## src/rtl/uart_pkg.sv

```systemverilog
// Shared UART definitions: default line settings, receiver state codes and
// the baud divider computation used by both the receiver and transmitter.
package uart_pkg;

    // Default system clock and line settings shared with the transmitter.
    localparam int UART_CLK_FREQ   = 100_000_000;
    localparam int UART_BAUD_RATE  = 9600;
    localparam int UART_OVERSAMPLE = 16;
    localparam int UART_DATA_BITS  = 8;

    // Receiver state codes (kept as plain constants so older code can compare
    // against raw 3-bit values).
    typedef logic [2:0] uart_state_t;
    localparam uart_state_t ST_IDLE  = 3'd0;
    localparam uart_state_t ST_START = 3'd1;
    localparam uart_state_t ST_DATA  = 3'd2;
    localparam uart_state_t ST_STOP  = 3'd3;
    localparam uart_state_t ST_BREAK = 3'd4;

    // Clock cycles per oversampling tick, rounded down.
    function automatic int uart_baud_div(input int clk_freq, input int baud_rate,
                                         input int oversample);
        return clk_freq / (baud_rate * oversample);
    endfunction

    // Divider for the default settings (651 at 100 MHz / 9600 baud / 16x).
    localparam int UART_DEFAULT_DIV =
        uart_baud_div(UART_CLK_FREQ, UART_BAUD_RATE, UART_OVERSAMPLE);

    // Two-out-of-three vote used to decide a bit from three mid-bit samples.
    function automatic logic majority3(input logic a, input logic b, input logic c);
        return (a & b) | (a & c) | (b & c);
    endfunction

endpackage

```

## src/rtl/uart_baud_tick.sv

```systemverilog
// Free-running divider producing a one-cycle tick every DIV clocks. A
// synchronous clear restarts the count so the tick phase can be aligned to
// an external event (the start edge on the receive line).
module uart_baud_tick
    import uart_pkg::*;
#(
    parameter int DIV = UART_DEFAULT_DIV
) (
    input  logic clk,
    input  logic rst,
    input  logic clr,
    output logic tick
);

    localparam int             CW   = (DIV > 1) ? $clog2(DIV) : 1;
    localparam logic [CW-1:0]  LAST = CW'(DIV - 1);

    logic [CW-1:0] cnt_reg;

    // Count 0..DIV-1 and wrap; clear restarts the phase from zero.
    always_ff @(posedge clk or posedge rst) begin
        if (rst) begin
            cnt_reg <= '0;
        end else if (clr || (cnt_reg == LAST)) begin
            cnt_reg <= '0;
        end else begin
            cnt_reg <= cnt_reg + 1'b1;
        end
    end

    // The tick coincides with the wrap; a clear in the same cycle wins.
    assign tick = (cnt_reg == LAST) && !clr;

endmodule

```

## src/rtl/uart_rx_deframer.sv

```systemverilog
// 8N1 UART receiver running on the system clock with 16x oversampling.
// Each character is deframed, majority-voted mid-bit, and handed out on a
// single-entry valid/ready buffer. Bad stop bits and dropped bytes are
// reported as one-cycle pulses.
module uart_rx_deframer
    import uart_pkg::*;
#(
    parameter int CLK_FREQ   = UART_CLK_FREQ,
    parameter int BAUD_RATE  = UART_BAUD_RATE,
    parameter int OVERSAMPLE = UART_OVERSAMPLE,
    parameter int DATA_BITS  = UART_DATA_BITS
) (
    input  logic                 clk,
    input  logic                 rst,
    input  logic                 rxd,
    output logic [DATA_BITS-1:0] rx_data,
    output logic                 rx_valid,
    input  logic                 rx_ready,
    output logic                 frame_err,
    output logic                 overrun,
    output logic                 busy
);

    localparam int DIV = uart_baud_div(CLK_FREQ, BAUD_RATE, OVERSAMPLE);
    localparam int SW  = $clog2(OVERSAMPLE);
    localparam int BW  = (DATA_BITS > 1) ? $clog2(DATA_BITS) : 1;

    // Sample points around mid-bit, the decision point and the last tick.
    localparam logic [SW-1:0] S_FIRST = SW'(OVERSAMPLE / 2 - 1);
    localparam logic [SW-1:0] S_MID   = SW'(OVERSAMPLE / 2);
    localparam logic [SW-1:0] S_DEC   = SW'(OVERSAMPLE / 2 + 1);
    localparam logic [SW-1:0] S_LAST  = SW'(OVERSAMPLE - 1);
    localparam logic [BW-1:0] LAST_BIT = BW'(DATA_BITS - 1);

    logic                 sync1_reg, sync2_reg, sync3_reg;
    logic                 rxd_s;
    logic                 fall_edge;
    uart_state_t          state_reg, state_next;
    logic [SW-1:0]        s_reg;
    logic [BW-1:0]        bit_cnt_reg;
    logic [1:0]           samp_reg;
    logic [DATA_BITS-1:0] shift_reg;
    logic                 tick;
    logic                 baud_clr;
    logic                 bit_value;
    logic                 decide;
    logic                 bit_end;
    logic                 shift_en;
    logic                 stop_good;
    logic                 stop_bad;

    // Two-flop synchroniser on the raw line plus a third flop for edge detect.
    always_ff @(posedge clk or posedge rst) begin
        if (rst) begin
            sync1_reg <= 1'b1;
            sync2_reg <= 1'b1;
            sync3_reg <= 1'b1;
        end else begin
            sync1_reg <= rxd;
            sync2_reg <= sync1_reg;
            sync3_reg <= sync2_reg;
        end
    end

    assign rxd_s     = sync2_reg;
    assign fall_edge = sync3_reg & ~sync2_reg;

    // Align the tick phase to the start edge so sampling is centred in bits.
    assign baud_clr = (state_reg == ST_IDLE) && fall_edge;

    uart_baud_tick #(
        .DIV (DIV)
    ) u_baud_tick (
        .clk  (clk),
        .rst  (rst),
        .clr  (baud_clr),
        .tick (tick)
    );

    assign bit_value = majority3(samp_reg[0], samp_reg[1], rxd_s);
    assign decide    = tick && (s_reg == S_DEC);
    assign bit_end   = tick && (s_reg == S_LAST);
    assign shift_en  = (state_reg == ST_DATA) && decide;
    assign stop_good = (state_reg == ST_STOP) && decide && bit_value;
    assign stop_bad  = (state_reg == ST_STOP) && decide && !bit_value;

    // Next-state logic: start qualification, data bits, stop check, break wait.
    always_comb begin
        state_next = state_reg;
        case (state_reg)
            ST_IDLE: begin
                if (fall_edge) begin
                    state_next = ST_START;
                end
            end
            ST_START: begin
                if (decide && bit_value) begin
                    state_next = ST_IDLE;
                end else if (bit_end) begin
                    state_next = ST_DATA;
                end
            end
            ST_DATA: begin
                if (bit_end && (bit_cnt_reg == LAST_BIT)) begin
                    state_next = ST_STOP;
                end
            end
            ST_STOP: begin
                if (decide) begin
                    state_next = bit_value ? ST_IDLE : ST_BREAK;
                end
            end
            ST_BREAK: begin
                if (rxd_s) begin
                    state_next = ST_IDLE;
                end
            end
            default: begin
                state_next = ST_IDLE;
            end
        endcase
    end

    // State register.
    always_ff @(posedge clk or posedge rst) begin
        if (rst) begin
            state_reg <= ST_IDLE;
        end else begin
            state_reg <= state_next;
        end
    end

    // Per-bit tick counter, mid-bit sample capture and data bit counter.
    always_ff @(posedge clk or posedge rst) begin
        if (rst) begin
            s_reg       <= '0;
            samp_reg    <= '0;
            bit_cnt_reg <= '0;
        end else if (state_reg == ST_IDLE) begin
            s_reg       <= '0;
            samp_reg    <= '0;
            bit_cnt_reg <= '0;
        end else begin
            if (tick) begin
                s_reg <= (s_reg == S_LAST) ? '0 : s_reg + 1'b1;
                if (s_reg == S_FIRST) begin
                    samp_reg[0] <= rxd_s;
                end
                if (s_reg == S_MID) begin
                    samp_reg[1] <= rxd_s;
                end
            end
            if ((state_reg == ST_DATA) && bit_end) begin
                bit_cnt_reg <= bit_cnt_reg + 1'b1;
            end
        end
    end

    // Shift register: each decided data bit enters at the MSB, so after the
    // last bit the first (LSB-first) line bit sits at bit 0.
    for (genvar gi = 0; gi < DATA_BITS; gi++) begin : g_shift
        if (gi == DATA_BITS - 1) begin : g_msb
            always_ff @(posedge clk or posedge rst) begin
                if (rst) begin
                    shift_reg[gi] <= 1'b0;
                end else if (shift_en) begin
                    shift_reg[gi] <= bit_value;
                end
            end
        end else begin : g_low
            always_ff @(posedge clk or posedge rst) begin
                if (rst) begin
                    shift_reg[gi] <= 1'b0;
                end else if (shift_en) begin
                    shift_reg[gi] <= shift_reg[gi+1];
                end
            end
        end
    end

    // Single-entry output buffer with overrun and framing error pulses.
    always_ff @(posedge clk or posedge rst) begin
        if (rst) begin
            rx_data   <= '0;
            rx_valid  <= 1'b0;
            frame_err <= 1'b0;
            overrun   <= 1'b0;
        end else begin
            frame_err <= stop_bad;
            overrun   <= 1'b0;
            if (stop_good) begin
                if (!rx_valid || rx_ready) begin
                    rx_data  <= shift_reg;
                    rx_valid <= 1'b1;
                end else begin
                    overrun <= 1'b1;
                end
            end else if (rx_valid && rx_ready) begin
                rx_valid <= 1'b0;
            end
        end
    end

    assign busy = (state_reg != ST_IDLE);

endmodule

```

## config.mk

```make
export PLATFORM = sky130hd
export DESIGN_NAME = uart_rx_deframer
export DESIGN_NICKNAME = d
export VERILOG_FILES = /design/src/rtl/uart_pkg.sv /design/src/rtl/uart_baud_tick.sv /design/src/rtl/uart_rx_deframer.sv
export SDC_FILE = /design/constraint.sdc
export NUM_CORES = 1
export LEC_CHECK = 0
export CAP_MARGIN = 40
export CORE_AREA = 2 2 72 74
export CTS_BUF_LIST = sky130_fd_sc_hd__clkbuf_4 sky130_fd_sc_hd__clkbuf_8 sky130_fd_sc_hd__clkbuf_16
export CTS_CLUSTER_SIZE = 20
export DETAILED_ROUTE_END_ITERATION = 8
export DIE_AREA = 0 0 74 76
export DONT_BUFFER_PORTS = 1
export PLACE_DENSITY = 0.56
export REMOVE_ABC_BUFFERS = 1
export SLEW_MARGIN = 20
export SYNTH_ARGS = -nofsm -noshare
export SYNTH_HDL_FRONTEND = slang
export SYNTH_SLANG_ARGS = --single-unit
export TNS_END_PERCENT = 20
```

## constraint.sdc

```tcl
create_clock -name clk -period 5.26 [get_ports clk]
set_input_delay 1.052 -clock clk [delete_from_list [all_inputs] [get_ports clk]]
set_output_delay 1.052 -clock clk [all_outputs]
set_load 0.005 [all_outputs]
```

==> key figures, run 1 <==
Logic synthesis
  • Largest area contributor in the netlist: dfrtp_1
  • Synth Area in Simple Gates: a little over a fifth
  • Post-synthesis cell area: 0.00210 mm^2
  • Synth Area in Adders: between 4 and 5%
  • Syn Area/Cell: approximately 11 um^2
  • Post-synthesis register bit count: between 40 and 50
  • Synth top area share: roughly 50%
  • Area contributors post-synth: dfrtp_1 49%, mux2_2 8.6%, ha_1 4.2%
  • Largest family of logic cells by synthesized area: simple AND/OR/NAND/NOR gates
  • Ys flop type: dfrtp_1
  • Synth Warn #: 0
  • Post-synth ARST share: 100%
  • Post-synth EDFFs: 0
  • Seq/Total Area, Yosys: between 50% and 60%
  • Synth cell types: 44
  • Synth Instances: between 150 and 200
  • Synth Area in XOR/XNOR: 3.75%
  • Mux cell area share after synthesis: under 10%
  • Compound-cell area share of the yosys netlist: approximately 5.8%

Timing
  • Setup TNS: 0 ns
  • Final setup vio count: 0
  • Final hold vios: 0
  • Worst relative slew slack: 57.7%
  • Unrepaired setup endpoints after global routing: no
  • Worst Skew: about 0.0077 ns
  • Worst Max-Slew Pin Slew: 0.631 ns
  • Final hold slack: between 0.3 and 0.4 ns
  • Max-slew violation count: 0
  • Tcrit/Tclk final: between 50% and 60%
  • Min Tclk post-route: 2.65 ns
  • Max Clk Rate: about 380 MHz

Floorplan
  • Die ar.: between 0.005 and 0.006 mm^2
  • Starting Density: a little over two fifths
  • Core ar.: ~0.005 mm^2
  • I/O pin cnt: 16
  • Horiz. Die Dim: ~74 um
  • Die Y: ~76 um
  • Std cell rows: 26

Power
  • Pwr Density: 339 mW/mm^2
  • VDD IR max: between 0.2 and 0.25 mV
  • Power Total: between 700 and 800 uW
  • Leak Pwr: about 1.1 nW

Final layout
  • Antenna Cells: 0
  • Fillers: between 400 and 500
  • Layout Nets: 201
  • Number of flip-flops in the largest register: 10
  • Most common cell after layout, fill and taps aside: dfrtp_1
  • Most frequent cells in the layout: 41 x dfrtp_1, 20 x nor2_1, 16 x mux2_2
  • Layout cells sized above 1: about 18%
  • Multi-input gate area: around 940 um^2
  • Post-route cell area: ~0.0023 mm^2
  • FF+latch area: about 0.0011 mm^2
  • Syn-to-layout area delta: 9.05%

Drt
  • Met1 WL: approximately 1.7 mm
  • Post-DRT Antenna Nets: 0
  • Average wire per standard cell: 14.1 um
  • WL met3: approximately 130 um
  • Drt drc: 0
  • Final WL: 3.69 mm
  • Pre-antenna DRT Iters: 4
  • WL met2: around 1.8 mm
  • Drt first-iter violations: 95
  • Vias/cell: a little over 5
  • Highest routed layer: met4
  • Vias after detailed routing: ~1400

Worst setup path
  • CP arrival: 1.59 ns
  • CP max FO: 8
  • Reg2reg end: shift_reg[2]
  • Setup CP Type: flip-flop to output pin
  • Reg2Reg Depth: 6
  • Critical Path RT: between 4 and 5 ns
  • Reg-to-reg startpoint: u_baud_tick.cnt_reg[0]
  • Flop-to-flop setup slack: 3.09 ns
  • Type of origin of the critical path: flip-flop
  • CP endpoint kind: output pin

Clocking
  • Largest buffer count on any clock path: 2
  • Clock sink count: 44
  • Root Driver: clkbuf_8
  • CTS tree: yes
  • Clk slew on worst S/H paths: 0.09 ns
  • Hold_buf cts: 0
  • CTS Buf Count: 5
  • Setup bufs post-CTS: 0
  • H-Tree Level Count: 2
  • Worst-skew pair later-pin latency: slightly below 0.3 ns
  • Gates resized, CTS repair: 0

Place
  • Placer Congestion: slightly below 0.9
  • Port Buffer Count: 0
  • DP Area: ~0.0022 mm^2
  • Post-detail-place hpwl: between 2 and 3 mm

Outcome
  • Status: finished, final reports clean

Worst hold path
  • Hold path start: sync1_reg
  • Hold Path Class: flip-flop to flip-flop
  • Hold EP: rxd_s
  • Worst Hold Depth: 0

Global routing
  • GR Overflow Total: 0
  • Vias in the first global route: about 1400
  • First-pass GRT wire length: 6.44 mm
  • Largest net degree at the start of global routing: 45
  • Antenna violations before repair: 0
  • Tot GR Track Use: 14.9%

Run
  • Max-Cap Viols: 0
Yosys cell counts, types with 3 or more instances:
cell type / n
nor2_1: 20
dfstp_2: 3
nand4_1: 4
nor3_1: 4
xor2_1: 3
a211o_1: 3
inv_1: 8
xnor2_1: 6
nand2_1: 14
ha_1: 7
a21oi_1: 8
o21ai_0: 5
and3b_1: 4
nand3_1: 7
mux2_2: 16
dfrtp_1: 41
and3_1: 3
layout make-up:
class                      count  share of cell area, %
clock buffer                   6                   3.60
clock inverter                 2                   1.69
inverter                       8                   1.31
multi-input combinational    130                   41.0
sequential                    44                   48.2
tap                           70                   3.82
timing repair buffer           1                  0.328
through the flow:
step                      std cells  setup WS [ns]  util, %
after floorplan                 182           3.16        -
after global placement          253           3.00     44.2
after detailed placement        253           2.94     44.2
after CTS                       261           2.60     46.6
after global routing            261           2.45     46.6
final                           261           2.61     46.6
routing by layer:
| layer | GRT usage (%) | vias up |
|---|---|---|
| li1 | - | 660 |
| met3 | 4.63 | 2 |
| met1 | 19.8 | 677 |
| met2 | 22.8 | 14 |
| met4 | 5.09 | 0 |
| met5 | 0 | - |
how the worst max path moves through the flow:
| stage | from | to | slack (ns) | cells after the start |
|---|---|---|---|---|
| finish | state_reg[0] | busy | 2.61 | 3 |
| CTS | state_reg[0] | busy | 2.60 | 3 |
| detailed placement | state_reg[0] | busy | 2.94 | 3 |
| global placement | state_reg[2] | busy | 3.00 | 3 |
| global route | state_reg[0] | busy | 2.45 | 3 |
| floorplan | state_reg[2] | busy | 3.16 | 3 |
worst max-delay path: stages (launching register included):
cell and delay, ns:
dfrtp_1 0.45, or2_0 0.33, nor2_1 0.41, inv_1 0.12
cell families after synthesis:
kind of cell	count (synthesis)
compound gates	20
xor+xnor	9
fa+ha+maj	8
buf+inv	12
flops	44
mux	18
simple gates	75
power by group:
part           leakage [nW]  internal [mW]  switching, mW
Combinational         0.436         0.0421         0.0597
Clock                0.0614          0.155          0.115
Sequential            0.590          0.365         0.0396
(Power assumes the default switching activity.)
==> inputs of run 2 (changes only) <==
--- a/config.mk
+++ b/config.mk
@@ -12,7 +12,7 @@
 export DETAILED_ROUTE_END_ITERATION = 8
 export DIE_AREA = 0 0 74 76
 export DONT_BUFFER_PORTS = 1
-export PLACE_DENSITY = 0.56
+export PLACE_DENSITY = 0.58
 export REMOVE_ABC_BUFFERS = 1
 export SLEW_MARGIN = 20
 export SYNTH_ARGS = -nofsm -noshare
==> constraint.sdc (replaced) <==
create_clock -name clk -period 2.2 [get_ports clk]
set_input_delay 0.44 -clock clk [delete_from_list [all_inputs] [get_ports clk]]
set_output_delay 0.44 -clock clk [all_outputs]
set_load 0.005 [all_outputs]
==> key figures, run 2 (synthesized netlist as in run 1, its figures left out) <==
Clocking
  • Largest buffer count on any clock path: 2
  • Gates resized, CTS repair: 0
  • Clock sink count: between 40 and 50
  • CTS Buf Count: 5
  • Clk slew on worst S/H paths: 0.08 ns
  • Worst-skew pair later-pin latency: ~0.3 ns
  • H-Tree Level Count: 2
  • Hold_buf cts: 0
  • CTS tree: yes
  • Root Driver: clkbuf_8
  • Setup bufs post-CTS: 0

Timing
  • Worst Skew: ~0.0066 ns
  • Tcrit/Tclk final: between 80% and 90%
  • Final hold vios: 0
  • Worst Max-Slew Pin Slew: about 0.54 ns
  • Worst relative slew slack: between 60% and 70%
  • Final setup vio count: 0
  • Setup TNS: 0 ns
  • Min Tclk post-route: around 1.9 ns
  • Max Clk Rate: between 500 and 600 MHz
  • Unrepaired setup endpoints after global routing: no
  • Max-slew violation count: 0

Floorplan
  • Die Y: 76 um
  • Horiz. Die Dim: 74 um
  • Starting Density: roughly 43%
  • Die ar.: 0.00562 mm^2
  • I/O pin cnt: 16
  • Core ar.: roughly 0.005 mm^2
  • Std cell rows: 26

Drt
  • Post-DRT Antenna Nets: 0
  • Final WL: between 3 and 4 mm
  • Pre-antenna DRT Iters: 4
  • Vias after detailed routing: about 1400
  • Drt drc: 0
  • Drt first-iter violations: around 170
  • Vias/cell: approximately 5.2
  • Average wire per standard cell: between 10 and 15 um

Worst setup path
  • Critical path, cell by cell: inv_1, ha_1, and3b_1, nand3_4, nor3_2, buf_4, mux2_2
  • Critical Path RT: approximately 2.4 ns
  • Type of origin of the critical path: flip-flop
  • CP peak stage delay: 0.42 ns
  • CP endpoint kind: flip-flop
  • CP max FO: 11
  • Worst path slowest cell: dfrtp_1
  • CP arrival: between 2 and 2.5 ns
  • Setup CP Type: flip-flop to flip-flop

Power
  • Pwr Density: ~800 mW/mm^2
  • VDD IR max: between 0.6 and 0.7 mV
  • Leak Pwr: roughly 1.1 nW

Global routing
  • Largest net degree at the start of global routing: 45
  • Tot GR Track Use: between 15 and 20%
  • GR Overflow Total: 0
  • First-pass GRT wire length: about 6.7 mm
  • Vias in the first global route: 1377
  • Antenna violations before repair: 0

Final layout
  • Post-route cell area: about 0.0023 mm^2
  • Number of flip-flops in the largest register: 10
  • Multi-input gate area: about 940 um^2
  • Fillers: between 400 and 500
  • Syn-to-layout area delta: 9.29%
  • FF+latch area: between 0.001 and 0.0015 mm^2
  • Layout cells sized above 1: between 10% and 20%
  • Layout Nets: ~200
  • Most common cell after layout, fill and taps aside: dfrtp_1
  • Fin cells: between 200 and 300
  • Most frequent cells in the layout: 41 x dfrtp_1, 20 x nor2_1, 16 x mux2_2
  • Antenna Cells: 0

Place
  • Port Buffer Count: 0
  • DP Area: around 0.0022 mm^2
  • Post-Place Cells: around 260
  • Placer Congestion: 0.823
  • Post-detail-place hpwl: 2.75 mm

Outcome
  • Status: finished, final reports clean

Run
  • Max-Cap Viols: 0

Worst hold path
  • Hold Path Class: input pin to flip-flop
run 2: final cells by class:
class | instances | area share [%]
multi-input cells | 130 | 40.9
inverters | 8 | 1.31
well taps | 70 | 3.81
repair buffers | 3 | 0.981
clock buffers | 5 | 3.00
flip-flops and latches | 44 | 48.1
clock inverters | 3 | 1.85
run 2: metrics by stage:
| stage | setup slack [ns] | utilization [%] | hold slack, ns | power (mW) |
|---|---|---|---|---|
| 6_report | 0.270 | 46.7 | 0.137 | 1.83 |
| 5_1_grt | 0.123 | 46.7 | 0.112 | 1.94 |
| 4_1_cts | 0.265 | 46.7 | 0.129 | 1.85 |
| 3_5_place_dp | 0.275 | 44.5 | 0.347 | 1.23 |
| 3_3_place_gp | 0.336 | 44.5 | 0.347 | 1.23 |
| 2_1_floorplan | 0.293 | - | 0.345 | 1.17 |
run 2: final timing paths:
check	from	end	slack [ns]	depth (start not counted)
hold reg to reg	sync1_reg	rxd_s	0.36	0
hold / removal	rxd	sync1_reg	0.14	0
min in group asynchronous	rst	shift_reg[6]	0.17	2
max in group asynchronous	rst	rxd_s	1.66	2
setup reg to reg	u_baud_tick.cnt_reg[0]	shift_reg[5]	0.27	7
setup / recovery	u_baud_tick.cnt_reg[0]	shift_reg[5]	0.27	7
run 2: report_power, final:
group | switching (mW) | leakage, nW | internal, mW
clock | 0.276 | 0.0541 | 0.336
combinational | 0.144 | 0.447 | 0.105
sequential | 0.0955 | 0.590 | 0.874
total | 0.516 | 1.09 | 1.31
run 2: layer usage:
layer,share of wire [%],wire length [um],up-vias,global-route usage (%)
met5,0,0,-,0
met2,48,1810,30,21.7
met4,1.6,59,0,5.27
met3,4.0,152,7,4.37
li1,-,-,661,-
met1,46,1760,667,22.0
run 2: worst max-delay path, delay by kind of cell (launching register included):
kind	cells	cell delay (ns)
fa+ha+maj	1	0.13
buf+inv	2	0.26
simple gates	3	0.66
mux	1	0.35
flops	1	0.42
